[src/rtl/shift_right4.sv]
// Parallel-load, logical right-shift register with enable and asynchronous clear.
// Load takes priority over shift; shifting fills the MSB with zero and never wraps.
module shift_right4 #(
    parameter int WIDTH = 4
) (
    input  logic             clk,
    input  logic             areset,
    input  logic             load,
    input  logic             ena,
    input  logic [WIDTH-1:0] data,
    output logic [WIDTH-1:0] q
);

    logic [WIDTH-1:0] r_q;
    logic [WIDTH-1:0] w_shifted;

    assign w_shifted = {1'b0, r_q[WIDTH-1:1]};

    // NOTE: areset sits in the sensitivity list so q clears without a clock edge;
    // the state uses <= so every flop samples pre-edge values.
    always_ff @(posedge clk or posedge areset) begin
        if (areset) begin
            r_q <= '0;
        end else if (load) begin
            r_q <= data;
        end else if (ena) begin
            r_q <= w_shifted;
        end
    end

    assign q = r_q;

endmodule

[config.mk]
export PLATFORM = sky130hd
export DESIGN_NAME = shift_right4
export DESIGN_NICKNAME = d
export VERILOG_FILES = /design/src/rtl/shift_right4.sv
export SDC_FILE = /design/constraint.sdc
export NUM_CORES = 1
export LEC_CHECK = 0
export ABC_AREA = 1
export BUFFER_PORTS_ARGS = -buffer_cell sky130_fd_sc_hd__buf_4
export CAP_MARGIN = 15
export CELL_PAD_IN_SITES_DETAIL_PLACEMENT = 0
export CELL_PAD_IN_SITES_GLOBAL_PLACEMENT = 1
export CORE_AREA = 2 2 39 41
export DETAILED_ROUTE_END_ITERATION = 12
export DIE_AREA = 0 0 41 43
export GPL_TIMING_DRIVEN = 0
export PLACE_DENSITY = 0.51
export SYNTH_ARGS = -nofsm -noshare
export SYNTH_HDL_FRONTEND = slang
export SYNTH_SLANG_ARGS = --single-unit
[constraint.sdc]
create_clock -name clk -period 0.8 [get_ports clk]
set_input_delay 0.04 -clock clk [delete_from_list [all_inputs] [get_ports clk]]
set_output_delay 0.04 -clock clk [all_outputs]
set_load 0.05 [all_outputs]
==> flow_metrics.py, run 1 <==
metrics = {
    "layout": {
        "largest_register_ffs": 4,
        "drive_above_1_share_pct": 55.8,
        "number_of_cells_in_the_finished_layout_apart_from_fillers": 59,
        "most_common_library_cell_in_the_layout_ignoring_fill_and_taps": "sky130_fd_sc_hd__nand2_1",
        "mostFrequentLayoutCells": "sky130_fd_sc_hd__nand2_1 (13), sky130_fd_sc_hd__buf_4 (8), sky130_fd_sc_hd__dfrtp_2 (4)",
        "layout.area.seq_um2": 105,
        "multi_input_area_um2": 85.1,
        "antennaDiodeCount": 0,
        "design.final.nets": 53,
        "fillers": 154,
        "syn2layout_area_growth_pct": 108,
        "utilization_pct": 28.0,
    },
    "timing": {
        "fin_crit_sh_pct": 106,
        "slew_of_the_pin_with_the_lowest_slew_margin_ns": 0.179,
        "unrepaired_setup_endpoints_after_global_routing": "true",
        "final_setup_violation_count": 5,
        "clock_skew_ns": 0.00273,
        "fmax_mhz": 1180,
        "report.final.hold_viol_count": 0,
        "timing.final.max_slew_violations": 0,
        "hold_slack_ns": 0.0230,
        "timing.slew.headroom_pct": 88.1,
        "finalSetupTns_ns": -0.168,
        "worst_setup_slack_final_ns": -0.0470,
        "post-route-min-period_ns": 0.847,
    },
    "drt": {
        "post-route-drc-count": 0,
        "drt_iter0_markers": 6,
        "routed_wirelength_um": 560,
        "drt_pre_antenna_iters": 3,
        "vias_per_cell": 3.83,
        "detail_route.wl_per_cell_um": 9.49,
        "antenna_violating_nets_post_route": 0,
        "route.vias.total": 226,
    },
    "setup_path": {
        "cp_data_arrival_time_ns": 0.81,
        "timing.critical_path.buf_inv": 1,
        "worst-path-max-fanout": 2,
        "r2r_start": "q[2]",
        "critical_path.startpoint_type": "flop",
        "critPathMaxStageDelay_ns": 0.41,
        "timing.critical_path.slowest_stage_cell": "sky130_fd_sc_hd__dfrtp_2",
        "crit_type": "flop to primary output",
        "critical_path_end_type": "primary output",
        "critical_path_required_time_ns": 0.76,
        "critical_path.startpoint": "q[1]",
        "critical_path.cell_chain": "buf_8",
        "largest_delay_contributor_family_on_the_critical_path": "flip-flops",
    },
    "placed_design": {
        "port_buffers": 11,
        "dp_cells": 52,
        "gp_congestion": 0.731,
    },
    "yosys": {
        "syn-instance-count": 25,
        "synth_area_um2": 186,
        "postSynthRegisterBits": 4,
        "synth_area_per_cell_um2": 7.46,
        "synth.net_count": 33,
        "synth.distinct_cells": 6,
        "total_of_warnings_raised_by_yosys": 0,
        "synth_seq_area_share_pct": 53.7,
    },
    "clock_network": {
        "cts-root-buf": "sky130_fd_sc_hd__clkbuf_4",
        "worst_skew_pair.late_latency_ns": 0.24,
        "cts_tree": "built",
        "htree_num_levels": 1,
        "cts_buffers": 3,
        "cts-root-to-sink-buffers": 2,
        "clock-sinks": 4,
        "clock_transition_at_the_registers_of_the_reported_paths_ns": 0.04,
    },
    "floorplan": {
        "dieWidth_um": 41,
        "row_count": 14,
        "design.portCount": 12,
        "design.die.area_mm2": 0.00176,
        "floorplan.core_area_mm2": 0.00138,
        "floorplan.initialDensity_pct": 13.5,
        "die_height_um": 43,
    },
    "global_route": {
        "global_route_wire_length_before_repair_um": 855,
        "grt_max_degree": 7,
        "grt_pass1_vias": 213,
        "antenna_found_initial": 0,
        "track_usage_pct": 8.15,
        "overflow": 0,
    },
    "power_and_ir_drop": {
        "leakage_uw": 0.000197,
        "finalPower_uw": 730,
        "vdd.ir_drop.worst_uv": 611,
        "pwr_density_cell_mw_per_mm2": 1880,
    },
    "outcome": {
        "failed_checks": "setup timing",
        "outcome": "complete, but fails checks",
    },
    "hold_path": {
        "startpoint_of_the_lowest_slack_hold_path": "data[0]",
        "worst_hold_path_type": "input port to flop",
    },
    "flow_run": {
        "max-cap-violations": 0,
    },
}
==> what timing repair did <==
action,CTS,global route
hold buffers,2,0
resized for setup,6,2
setup endpoints to repair,4,6
pin swaps,0,1
buffers inserted,2,0
hold endpoints to repair,5,0
==> cell usage after synthesis <==
master | number | area (µm²)
sky130_fd_sc_hd__nand3_1 | 4 | 20.0
sky130_fd_sc_hd__inv_2 | 1 | 3.75
sky130_fd_sc_hd__nor2_2 | 1 | 6.26
sky130_fd_sc_hd__nand2_1 | 13 | 48.8
sky130_fd_sc_hd__inv_1 | 2 | 7.51
sky130_fd_sc_hd__dfrtp_1 | 4 | 100
==> worst paths after layout <==
check                      endpoint  slack [ns]  cells past startpoint
setup / recovery               q[1]       -0.05                      1
hold / removal                 q[0]        0.02                      3
setup reg to reg               q[1]           0                      3
hold reg to reg                q[0]        0.50                      2
max in group asynchronous      q[3]        0.37                      3
min in group asynchronous      q[1]        0.25                      3
==> routing by layer <==
| layer | track usage [%] | share of wire (%) |
|---|---|---|
| met5 | 0 | 0 |
| met3 | 4.71 | 9.6 |
| met4 | 8.00 | 0 |
| met2 | 9.06 | 42 |
| met1 | 10.0 | 48 |
==> stage by stage <==
stage | cell area [µm²] | setup slack (ns)
finish | 388 | -0.0470
global placement | 299 | 0.0929
CTS | 379 | -0.0551
detailed placement | 299 | 0.0876
global route | 388 | -0.0774
floorplan | 196 | -0.0268
==> cell type report <==
cell class	instances	share of cell area [%]
timing repair buffer	15	37.1
inverter	3	2.90
multi-input combinational	18	21.9
clock buffer	3	5.81
tap	16	5.16
sequential	4	27.1
==> report_power, final <==
| group | internal, µW | switching [µW] | total (µW) |
|---|---|---|---|
| Clock | 168 | 92.1 | 261 |
| Combinational | 104 | 122 | 225 |
| Sequential | 226 | 18.1 | 244 |
==> kinds of logic (layout without fill, tap and decap cells) <==
kind of cell | after synthesis | in the layout | share of synthesized area (%)
buffers and inverters | 3 | 21 | 6.04
flip-flops | 4 | 4 | 53.7
AND/OR/NAND/NOR | 18 | 18 | 40.3
Power figures use the tool's default switching activity.
==> run 2, diff against run 1 <==
--- a/config.mk
+++ b/config.mk
@@ -10,4 +10,2 @@
 export CAP_MARGIN = 15
-export CELL_PAD_IN_SITES_DETAIL_PLACEMENT = 0
-export CELL_PAD_IN_SITES_GLOBAL_PLACEMENT = 1
 export CORE_AREA = 2 2 39 41
@@ -16,3 +14,3 @@
 export GPL_TIMING_DRIVEN = 0
-export PLACE_DENSITY = 0.51
+export PLACE_DENSITY = 0.4
 export SYNTH_ARGS = -nofsm -noshare
--- a/constraint.sdc
+++ b/constraint.sdc
@@ -3,2 +3,2 @@
 set_output_delay 0.04 -clock clk [all_outputs]
-set_load 0.05 [all_outputs]
+set_load 0.02 [all_outputs]
==> run 2 against run 1 <==
- the flow still finishes with violations (setup timing)
- die area unchanged
- combinational power down 24%
- via count down 5.3%
- critical path type unchanged
- critical endpoint is now q[3]
- largest power group unchanged
==> flow_metrics.py, run 2 (synthesis gave the netlist of run 1 again) <==
metrics = {
    "timing": {
        "finalSetupTns_ns": -0.0236,
        "slew_of_the_pin_with_the_lowest_slew_margin_ns": 0.182,
        "unrepaired_setup_endpoints_after_global_routing": "true",
        "worst_setup_slack_final_ns": -0.0204,
        "clock_skew_ns": 0.00173,
        "hold_slack_ns": 0.0292,
        "fmax_mhz": 1220,
        "fin_crit_sh_pct": 103,
        "post-route-min-period_ns": 0.820,
        "timing.slew.headroom_pct": 87.8,
        "report.final.hold_viol_count": 0,
        "timing.final.max_slew_violations": 0,
        "final_setup_violation_count": 2,
    },
    "drt": {
        "detail_route.wl_per_cell_um": 8.43,
        "drt_pre_antenna_iters": 3,
        "antenna_violating_nets_post_route": 0,
        "route.vias.total": 214,
        "drt_iter0_markers": 7,
        "vias_per_cell": 3.57,
        "post-route-drc-count": 0,
        "routed_wirelength_um": 506,
    },
    "setup_path": {
        "critPathMaxStageDelay_ns": 0.38,
        "timing.critical_path.buf_inv": 1,
        "cp_data_arrival_time_ns": 0.78,
        "largest_delay_contributor_family_on_the_critical_path": "flip-flops",
        "critical_path.cell_chain": "buf_4",
        "critical_path_required_time_ns": 0.76,
        "worst-path-max-fanout": 2,
        "critical_path_end_type": "primary output",
        "timing.critical_path.slowest_stage_cell": "sky130_fd_sc_hd__dfrtp_1",
        "crit_type": "flop to primary output",
        "critical_path.startpoint_type": "flop",
    },
    "clock_network": {
        "clock_transition_at_the_registers_of_the_reported_paths_ns": 0.04,
        "cts-root-to-sink-buffers": 2,
        "cts_tree": "built",
        "clock-sinks": 4,
        "cts-root-buf": "sky130_fd_sc_hd__clkbuf_4",
        "cts_buffers": 3,
        "htree_num_levels": 1,
        "worst_skew_pair.late_latency_ns": 0.23,
    },
    "global_route": {
        "grt_max_degree": 7,
        "overflow": 0,
        "global_route_wire_length_before_repair_um": 752,
        "grt_pass1_vias": 194,
        "track_usage_pct": 7.06,
        "antenna_found_initial": 0,
    },
    "floorplan": {
        "design.portCount": 12,
        "design.die.area_mm2": 0.00176,
        "floorplan.initialDensity_pct": 13.5,
        "dieWidth_um": 41,
        "floorplan.core_area_mm2": 0.00138,
        "row_count": 14,
        "die_height_um": 43,
    },
    "layout": {
        "design_area_um2": 375,
        "design.final.nets": 54,
        "drive_above_1_share_pct": 45.5,
        "antennaDiodeCount": 0,
        "most_common_library_cell_in_the_layout_ignoring_fill_and_taps": "sky130_fd_sc_hd__nand2_1",
        "mostFrequentLayoutCells": "sky130_fd_sc_hd__nand2_1 (12), sky130_fd_sc_hd__buf_4 (9), sky130_fd_sc_hd__buf_6 (5)",
        "largest_register_ffs": 4,
        "syn2layout_area_growth_pct": 101,
        "utilization_pct": 27.1,
    },
    "power_and_ir_drop": {
        "vdd.ir_drop.worst_uv": 481,
        "pwr_density_cell_mw_per_mm2": 1760,
        "leakage_uw": 0.000203,
        "finalPower_uw": 659,
    },
    "placed_design": {
        "port_buffers": 11,
        "detailed_place.area_um2": 289,
        "gp_congestion": 0.574,
        "hpwl_after_detailed_placement_um": 371,
    },
    "flow_run": {
        "max-cap-violations": 0,
    },
    "hold_path": {
        "worst_hold_path_type": "input port to flop",
    },
    "outcome": {
        "outcome": "complete, but fails checks",
        "failed_checks": "setup timing",
    },
}
-- run 2: cell count changes in the layout (fill, tap and decap cells not counted), sizes merged --
cell,delta
buf,+1
-- run 2: repair_timing --
action,in CTS,in global routing
pin swaps,0,2
resized for setup,3,3
hold buffers,2,0
setup buffers,3,0
endpoints found under the hold margin,5,0
endpoints found under the setup margin,4,7
-- run 2: worst paths after layout --
kind | startpoint | to | slack (ns) | cells past startpoint
setup / recovery | q[3] | q[3] | -0.02 | 1
hold / removal | data[0] | q[0] | 0.03 | 3
setup reg to reg | q[1] | q[0] | 0 | 3
hold reg to reg | q[0] | q[0] | 0.50 | 2
max in group asynchronous | areset | q[1] | 0.41 | 3
min in group asynchronous | areset | q[3] | 0.24 | 3
-- run 2: stage by stage --
stage                     instances  setup WS, ns
after floorplan                  25        0.0396
after global placement           52        0.0958
after detailed placement         52         0.101
after CTS                        60       -0.0114
after global routing             60       -0.0467
final                            60       -0.0204
-- run 2: area by class of cell --
class                      instances  area [µm²]
multi-input combinational         18        77.6
fill                             158        1010
sequential                         4         100
inverter                           3        11.3
timing repair buffer              16         144
clock buffer                       3        22.5
tap                               16        20.0
-- run 2: power by group --
group	total [µW]	switching, µW	leakage (µW)	internal (µW)
clock network	251	83.0	0.0000138	168
registers	237	14.1	0.0000486	223
logic	172	74.0	0.000141	97.6
-- run 2: routing by layer --
metal  part of all wire (%)  GRT usage, %
met5                      0             0
met4                      0          10.0
met3                     12          1.57
met2                     42          7.19
met1                     45          9.45
==> run 3, diff against run 2 <==
clock period = 0.85 ns   (was 0.8 ns; I/O delays follow)
==> run 3 against run 2 <==
- the run now ends clean
- cell area decreased by 9.7%
- sequential power down 5%
- utilization decreased by 2.6 points
- hold slack better by 0.0021 ns
- count of clock-buffer cells in the layout stayed put
- via count is 7.0% lower
- die area is the same
- non-clock buffer count decreased by 3
- largest cell class unchanged
- highest routed layer unchanged
==> flow_metrics.py, run 3 (synthesis gave the netlist of run 1 again) <==
metrics = {
    "clock_network": {
        "cts_tree": "built",
        "cts-root-to-sink-buffers": 2,
        "clock_transition_at_the_registers_of_the_reported_paths_ns": 0.04,
        "worst_skew_pair.late_latency_ns": 0.23,
        "cts_buffers": 3,
        "post-cts-setup-buffers": 0,
        "cts-root-buf": "sky130_fd_sc_hd__clkbuf_4",
        "htree_num_levels": 1,
        "clock-sinks": 4,
    },
    "placed_design": {
        "port_buffers": 11,
        "detailed_place.area_um2": 289,
        "hpwl_after_detailed_placement_um": 371,
        "gp_congestion": 0.574,
    },
    "timing": {
        "timing.slew.headroom_pct": 87.9,
        "fmax_mhz": 1220,
        "unrepaired_setup_endpoints_after_global_routing": "false",
        "post-route-min-period_ns": 0.820,
        "fin_crit_sh_pct": 96.4,
        "final_setup_violation_count": 0,
        "clock_skew_ns": 0.00107,
        "timing.final.max_slew_violations": 0,
        "report.final.hold_viol_count": 0,
        "finalSetupTns_ns": 0,
        "slew_of_the_pin_with_the_lowest_slew_margin_ns": 0.182,
    },
    "drt": {
        "routed_wirelength_um": 484,
        "drt_iter0_markers": 2,
        "route.vias.total": 199,
        "antenna_violating_nets_post_route": 0,
        "drt_pre_antenna_iters": 2,
        "detail_route.wl_per_cell_um": 8.49,
        "vias_per_cell": 3.49,
        "post-route-drc-count": 0,
    },
    "floorplan": {
        "row_count": 14,
        "floorplan.initialDensity_pct": 13.5,
        "die_height_um": 43,
        "design.portCount": 12,
        "design.die.area_mm2": 0.00176,
        "floorplan.core_area_mm2": 0.00138,
        "dieWidth_um": 41,
    },
    "global_route": {
        "antenna_found_initial": 0,
        "global_route_wire_length_before_repair_um": 696,
        "grt_max_degree": 7,
        "grt_pass1_vias": 178,
        "track_usage_pct": 6.65,
        "overflow": 0,
    },
    "setup_path": {
        "critical_path_required_time_ns": 0.81,
        "crit_type": "flop to primary output",
        "largest_delay_contributor_family_on_the_critical_path": "flip-flops",
        "timing.critical_path.slowest_stage_cell": "sky130_fd_sc_hd__dfrtp_1",
        "timing.critical_path.buf_inv": 1,
        "rrSetupSlack_ns": 0.14,
        "critical_path_end_type": "primary output",
        "critical_path.cell_chain": "buf_6",
        "critPathMaxStageDelay_ns": 0.40,
        "critical_path.startpoint_type": "flop",
        "cp_data_arrival_time_ns": 0.78,
        "worst-path-max-fanout": 3,
    },
    "power_and_ir_drop": {
        "power.share.sequential_pct": 38.0,
        "switching_share_pct": 26.2,
        "p_clk_share_pct": 40.1,
        "pwr_density_cell_mw_per_mm2": 1740,
        "vdd.ir_drop.worst_uv": 453,
        "share_of_power_burned_in_combinational_logic_pct": 21.9,
        "power_report.internal_total_uw": 435,
        "leakage_uw": 0.000184,
        "finalPower_uw": 589,
        "power.net_switching_uw": 154,
    },
    "layout": {
        "antennaDiodeCount": 0,
        "drive_above_1_share_pct": 39.0,
        "mostFrequentLayoutCells": "sky130_fd_sc_hd__nand2_1 (13), sky130_fd_sc_hd__buf_4 (9), sky130_fd_sc_hd__nand3_1 (4), sky130_fd_sc_hd__dfrtp_1 (4), sky130_fd_sc_hd__clkbuf_4 (3)",
        "design_area_um2": 339,
        "largest_register_ffs": 4,
        "syn2layout_area_growth_pct": 81.9,
        "most_common_library_cell_in_the_layout_ignoring_fill_and_taps": "sky130_fd_sc_hd__nand2_1",
        "fillers": 155,
        "design.final.nets": 51,
    },
    "outcome": {
        "outcome": "finished clean",
    },
    "hold_path": {
        "worst_hold_path_type": "input port to flop",
    },
    "flow_run": {
        "max-cap-violations": 0,
    },
}
==> run 3: metal layers <==
layer	wire length (µm)	GRT usage [%]	vias up
met2	194	6.56	9
met1	229	8.79	80
met5	0	0	-
met4	0	10.0	0
met3	60	1.57	0
li1	-	-	110
==> run 3: worst paths after layout <==
path,endpoint,cells past startpoint,from
worst min-delay path,q[0],3,data[0]
worst max register to register,q[2],4,q[3]
max in group asynchronous,q[1],3,areset
worst max-delay path,q[3],1,q[3]
worst min register to register,q[0],2,q[0]
min in group asynchronous,q[3],3,areset
==> run 3: power by group through the flow <==
| stage | Combinational [µW] | Clock (µW) | Sequential (µW) |
|---|---|---|---|
| 6_report | 129 | 236 | 224 |
| 3_5_place_dp | 119 | 0 | 225 |
| 2_1_floorplan | 29.6 | 0 | 246 |
| 3_3_place_gp | 119 | 0 | 226 |
| 4_1_cts | 127 | 249 | 222 |
| 5_1_grt | 141 | 260 | 226 |
==> run 3: stage by stage <==
stage / utilization (%) / setup WS, ns / hold slack [ns] / cells
final: 24.5 / 0.0303 / 0.0313 / 57
after global routing: 24.5 / 0.00278 / 0.0400 / 57
after CTS: 24.0 / 0.00745 / 0.0271 / 57
after detailed placement: 20.9 / 0.151 / -0.0570 / 52
after global placement: 20.9 / 0.146 / -0.0555 / 52
after floorplan: - / 0.0896 / -0.191 / 25
==> run 3: cell type report <==
| cell class | count | area (µm²) | share of cell area, % |
|---|---|---|---|
| Multi-Input combinational cell | 18 | 75.1 | 22.1 |
| Timing Repair Buffer | 13 | 110 | 32.5 |
| Sequential cell | 4 | 100 | 29.5 |
| Inverter | 3 | 11.3 | 3.32 |
| Tap cell | 16 | 20.0 | 5.90 |
| Clock buffer | 3 | 22.5 | 6.64 |
==> run 3: timing repair <==
| item | in CTS | in global routing |
|---|---|---|
| gates resized for setup | 0 | 2 |
| setup endpoints to repair | 0 | 2 |
| hold endpoints to repair | 5 | 0 |
| hold buffers | 2 | 0 |
